### src/rtl/mem_arbiter.sv
// mem_arbiter: round-robin arbiter giving a processor (r0) and a loader (r1) shared access to one data memory.
// Size/alignment is checked on the request; every output comes straight from a flop.
module mem_arbiter #(
  parameter int ADDR_WIDTH = 32,
  parameter int DATA_WIDTH = 32
) (
  input  logic                  clk,
  input  logic                  rst_n,
  input  logic                  r0_req_i,
  input  logic                  r0_we_i,
  input  logic [1:0]            r0_size_i,
  input  logic [ADDR_WIDTH-1:0] r0_addr_i,
  input  logic [DATA_WIDTH-1:0] r0_wdata_i,
  output logic                  r0_gnt_o,
  output logic                  r0_err_o,
  output logic                  r0_rvalid_o,
  output logic [DATA_WIDTH-1:0] r0_rdata_o,
  input  logic                  r1_req_i,
  input  logic                  r1_we_i,
  input  logic [1:0]            r1_size_i,
  input  logic [ADDR_WIDTH-1:0] r1_addr_i,
  input  logic [DATA_WIDTH-1:0] r1_wdata_i,
  output logic                  r1_gnt_o,
  output logic                  r1_err_o,
  output logic                  r1_rvalid_o,
  output logic [DATA_WIDTH-1:0] r1_rdata_o,
  output logic [ADDR_WIDTH-1:0] mem_addr_o,
  output logic [DATA_WIDTH-1:0] mem_wdata_o,
  output logic                  mem_re_o,
  output logic                  mem_we_o,
  output logic [1:0]            mem_size_o,
  input  logic [DATA_WIDTH-1:0] mem_rdata_i,
  output logic                  busy_o
);
  typedef enum logic [1:0] {IDLE, ISSUE, WAIT} state_e;
  state_e                state_q, state_d;
  logic                  last_q, last_d, win_q, win_d, ld_q, ld_d;
  logic [1:0]            gnt_q, gnt_d, err_q, err_d, rvalid_q, rvalid_d;
  logic                  mem_re_q, mem_re_d, mem_we_q, mem_we_d, busy_q, busy_d;
  logic [1:0]            mem_size_q, mem_size_d;
  logic [ADDR_WIDTH-1:0] mem_addr_q, mem_addr_d;
  logic [DATA_WIDTH-1:0] mem_wdata_q, mem_wdata_d, rdata0_q, rdata0_d, rdata1_q, rdata1_d;
  logic                  any_req, win, sel_we, illegal;
  logic [1:0]            sel_size;
  logic [ADDR_WIDTH-1:0] sel_addr;
  logic [DATA_WIDTH-1:0] sel_wdata;
  // On a tie the requester that did not win last time goes next
  assign any_req   = r0_req_i | r1_req_i;
  assign win       = (r0_req_i & r1_req_i) ? ~last_q : r1_req_i;
  assign sel_we    = win ? r1_we_i : r0_we_i;
  assign sel_size  = win ? r1_size_i : r0_size_i;
  assign sel_addr  = win ? r1_addr_i : r0_addr_i;
  assign sel_wdata = win ? r1_wdata_i : r0_wdata_i;
  assign illegal   = (sel_size == 2'b11) | ((sel_size == 2'b01) & sel_addr[0]) |
                     ((sel_size == 2'b10) & (|sel_addr[1:0]));
  always_comb begin
    state_d     = state_q;
    last_d      = last_q;
    win_d       = win_q;
    ld_d        = ld_q;
    gnt_d       = 2'b00;
    err_d       = 2'b00;
    rvalid_d    = 2'b00;
    mem_re_d    = 1'b0;
    mem_we_d    = 1'b0;
    mem_size_d  = mem_size_q;
    mem_addr_d  = mem_addr_q;
    mem_wdata_d = mem_wdata_q;
    rdata0_d    = rdata0_q;
    rdata1_d    = rdata1_q;
    case (state_q)
      IDLE: begin
        if (any_req) begin
          state_d     = ISSUE;
          last_d      = win;
          win_d       = win;
          ld_d        = ~illegal & ~sel_we;
          gnt_d       = win ? 2'b10 : 2'b01;
          err_d       = illegal ? (win ? 2'b10 : 2'b01) : 2'b00;
          mem_re_d    = ~illegal & ~sel_we;
          mem_we_d    = ~illegal & sel_we;
          mem_size_d  = sel_size;
          mem_addr_d  = sel_addr;
          mem_wdata_d = sel_wdata;
        end
      end
      ISSUE: state_d = ld_q ? WAIT : IDLE;
      WAIT: begin
        state_d  = IDLE;
        rvalid_d = win_q ? 2'b10 : 2'b01;
        rdata0_d = win_q ? rdata0_q : mem_rdata_i;
        rdata1_d = win_q ? mem_rdata_i : rdata1_q;
      end
      default: state_d = IDLE;
    endcase
    busy_d = state_d != IDLE;
  end
  always_ff @(posedge clk or negedge rst_n) begin
    if (!rst_n) begin
      state_q     <= IDLE;
      last_q      <= 1'b1;
      win_q       <= 1'b0;
      ld_q        <= 1'b0;
      gnt_q       <= 2'b00;
      err_q       <= 2'b00;
      rvalid_q    <= 2'b00;
      mem_re_q    <= 1'b0;
      mem_we_q    <= 1'b0;
      busy_q      <= 1'b0;
      mem_size_q  <= 2'b00;
      mem_addr_q  <= '0;
      mem_wdata_q <= '0;
      rdata0_q    <= '0;
      rdata1_q    <= '0;
    end else begin
      state_q     <= state_d;
      last_q      <= last_d;
      win_q       <= win_d;
      ld_q        <= ld_d;
      gnt_q       <= gnt_d;
      err_q       <= err_d;
      rvalid_q    <= rvalid_d;
      mem_re_q    <= mem_re_d;
      mem_we_q    <= mem_we_d;
      busy_q      <= busy_d;
      mem_size_q  <= mem_size_d;
      mem_addr_q  <= mem_addr_d;
      mem_wdata_q <= mem_wdata_d;
      rdata0_q    <= rdata0_d;
      rdata1_q    <= rdata1_d;
    end
  end
  assign r0_gnt_o    = gnt_q[0];
  assign r1_gnt_o    = gnt_q[1];
  assign r0_err_o    = err_q[0];
  assign r1_err_o    = err_q[1];
  assign r0_rvalid_o = rvalid_q[0];
  assign r1_rvalid_o = rvalid_q[1];
  assign r0_rdata_o  = rdata0_q;
  assign r1_rdata_o  = rdata1_q;
  assign mem_addr_o  = mem_addr_q;
  assign mem_wdata_o = mem_wdata_q;
  assign mem_re_o    = mem_re_q;
  assign mem_we_o    = mem_we_q;
  assign mem_size_o  = mem_size_q;
  assign busy_o      = busy_q;
endmodule

### config.mk
export PLATFORM = sky130hd
export DESIGN_NAME = mem_arbiter
export DESIGN_NICKNAME = d
export VERILOG_FILES = /design/src/rtl/mem_arbiter.sv
export SDC_FILE = /design/constraint.sdc
export NUM_CORES = 1
export LEC_CHECK = 0
export ABC_CLOCK_PERIOD_IN_PS = 3800
export CAP_MARGIN = 25
export CORE_UTILIZATION = 30
export CTS_CLUSTER_DIAMETER = 150
export DETAILED_ROUTE_END_ITERATION = 12
export GPL_TIMING_DRIVEN = 0
export PLACE_DENSITY = 0.69
export SYNTH_ARGS = -nofsm -noshare
export SYNTH_HDL_FRONTEND = slang
export SYNTH_SLANG_ARGS = --single-unit
### constraint.sdc
create_clock -name clk -period 3.8 [get_ports clk]
set_input_delay 0.76 -clock clk [delete_from_list [all_inputs] [get_ports clk]]
set_output_delay 0.76 -clock clk [all_outputs]
set_load 0.05 [all_outputs]
==> out/results.txt, run 1 <==
via total after detailed routing: 5,039
worst hold-check path type: input pin to async pin
syn_nets: 697
share of layout cells above drive strength 1: 0.0979
Num Clock Sinks: 144
Final ANT Viol Nets: 0
slowest CP cell: clkdlybuf4s50_1
via/cell ratio: 4.57
diode count: 0
Clk pin slew, worst setup/hold paths: 0.07 ns
compound-gate portion of the synthesized area: 0.0890
vias in the first global route: 5,013
latest clock arrival within the worst-skew pair: 0.42 ns
Max Cap Violations: 0
Synth async-reset ratio: 1.00
Die Area: 0.0198 mm2
DRT iter0 DRCs: 179
WL final: 17,600 um
slowest cell delay on critical path: 0.83 ns
Power Total: 10.0 mW
Top delay family on crit path: buffers and inverters
Worst-Margin Slew: 0.925 ns
fmax: 418 MHz
gpl congestion: 0.780
post-synth top area cell: dfrtp_1
WP data arrival: 1.63 ns
final hold slack: 0.305 ns
core area: 0.0188 mm2
combinational share of power: 0.566
CTS Root Cell: clkbuf_16
CP Cell Sequence: clkdlybuf4s50_1
global-route wire length before repair: 27,700 um
FF-to-FF Start: last_q
Leak: 4.41 nW
fin nets: 1,025
Cell Int Power: 5.18 mW
library cells used by synthesis: 30
Power per Cell Area: 1020 mW/mm2
post-synthesis simple-gate area fraction: 0.152
Critical Path RT: 3.04 ns
RSZ-0062 raised after global routing: no
share of the synthesized area in the top cell type: 0.619
Mapped Cells: 527
Period minus WS final: 2.39 ns
most instantiated library cell after synthesis: nand2_1
top cells by count, synth: nand2_1, dfrtp_1, a22oi_1
Synth Flop Type: dfrtp_1
Final Hold Viols: 0
Synth area leaders: dfrtp_1, nand2_1, a22oi_1
total number of yosys warnings: 0
post-layout util: 0.521
Post-Synth XOR/XNOR Area: 0
TNS Setup: 0 ns
run status: completed
Final Cycle Share: 0.629
sw frac: 0.483
#FFs+latches synth: 144
Post-CTS Setup Repair Bufs: 0
Post-synth EDFFs: 0
CTS Buf Count: 17
hold_buf cts: 0
syn avg cell area: 11.0 um2
GR Util All Layers: 0.183
critical path launch point: mem_addr_o[31]
Area after DPL: 0.00919 mm2
Initial Utilization: 0.308
Psw: 4.84 mW
Cell Rows: 50
worst path bufs/invs: 1
DRC errors left: 0
largest net degree at the start of global routing: 92
Clock Power Share: 0.167
Adder-Cell Fraction of Synth Area: 0
relative slew slack: 0.379
Setup Skew: 0.0128 ns
Final Cell Area: 0.00978 mm2
Clock Path Buffers: 2
IO buf count: 308
drt wl/cell: 16.0 um
post_cts resized: 0
critical path capture point type: output port
Top Ports: 309
Die X: 141 um
initial antenna violation count: 0
CTS tree: yes
post-synthesis mux area share: 0.102
crit path max fanout: 2
Max IR drop VDD: 359 uV
Final setup viols: 0
Final Slew Violations: 0
htree depth: 4
Setup CP Type: flop to output port
DP Wirelength: 13,300 um
largest family of logic cells by synthesized area: simple AND/OR/NAND/NOR gates
startpoint types: flop
die height: 141 um
Synth Cell Area: 0.00578 mm2
DRT Pass-1 Iters: 4
sequential fraction of the synthesis area: 0.624
Overflow after GRT: 0
P&R area growth vs syn: 69.2%
Reg power frac: 0.267
## layout by cell type, fill, tap and decap left out, types with 2 or more instances in the layout
cell type	synthesis	final
and2_1	3	3
a21o_1	2	2
a22oi_1	44	44
buf_2	14	14
inv_1	2	2
clkbuf_16	0	17
mux2i_1	23	23
buf_4	3	3
mux2_2	26	26
nand2_1	206	206
inv_6	0	5
clkinv_4	0	2
o21a_1	3	3
mux2_1	6	6
clkbuf_8	0	4
nor2_1	2	2
dfrtp_1	143	143
clkdlybuf4s50_1	0	307
buf_6	5	6
clkbuf_1	9	9
o21ai_0	22	22
clkinvlp_4	0	2
## path summary, 6_finish.rpt
check                      slack (ns)  cells after the start        endpoint
max                              1.41                      1  mem_addr_o[31]
min                              0.30                      1     rvalid_q[0]
max reg2reg                      1.82                      6  mem_addr_o[19]
min reg2reg                      0.46                      2  mem_addr_o[21]
max in group asynchronous        2.63                      2          last_q
min in group clk                 0.46                      2  mem_addr_o[21]
## area by class of cell
| type | count | area [um2] |
|---|---|---|
| tap | 234 | 293 |
| sequential | 144 | 3600 |
| inverter | 2 | 7.51 |
| multi-input combinational | 350 | 1990 |
| clock buffer | 21 | 480 |
| timing repair buffer | 309 | 3110 |
| buffer | 31 | 183 |
| clock inverter | 11 | 118 |
| fill | 1734 | 8980 |
## power by group through the flow
| stage | Sequential (mW) | Combinational [mW] | Clock (mW) |
|---|---|---|---|
| after floorplan | 5.20 | 1.09 | 0 |
| after global placement | 2.68 | 5.69 | 0 |
| after detailed placement | 2.71 | 5.72 | 0 |
| after CTS | 2.69 | 5.73 | 1.73 |
| after global routing | 2.78 | 5.97 | 1.80 |
| final | 2.68 | 5.67 | 1.67 |
## logic make-up after synthesis
family / Yosys count
AOI/OAI and AO/OA: 76
buffers and inverters: 33
and+or+nand+nor: 219
DFF: 144
muxes: 55
## routing by layer
metal / GRT usage / routed length, um
met1: 0.226 / 7520
met2: 0.306 / 8640
met3: 0.0560 / 1280
met4: 0.0532 / 151
met5: 0 / 0
## metrics by stage
step / worst slack, ns / cells
floorplan: 1.99 / 527
global placement: -3.99 / 1069
detailed placement: 1.02 / 1070
CTS: 1.37 / 1102
global route: 1.34 / 1102
finish: 1.41 / 1102
## flip-flops by register name (all words and copies together), names as in the netlist
register     cells
mem_addr_o      32
mem_wdata_o     32
r0_rdata_o      32
r1_rdata_o      32
err_q            2
gnt_q            2
mem_size_o       2
rvalid_q         2
state_q          2
busy_o           1
last_q           1
ld_q             1
mem_re_o         1
mem_we_o         1
win_q            1
Power figures use the tool's default switching activity.
==> inputs of run 2 (changes only) <==
Settings changed: ABC_CLOCK_PERIOD_IN_PS 3800 to 2500.
Clock period 3.8 ns to 2.5 ns, I/O delays scaled along.
==> results of run 2 <==
The final DEF is identical to that of run 1. Status: completed.
Main changes from that run: setup slack after placement 1.02 ns -> -0.0189 ns; setup slack after layout 1.41 ns -> 0.370 ns; hold slack 0.305 ns -> 0.0449 ns; register-to-register setup slack 1.82 ns -> 0.52 ns; total power 10.0 mW -> 15.2 mW; worst IR drop on VDD 359 uV -> 546 uV
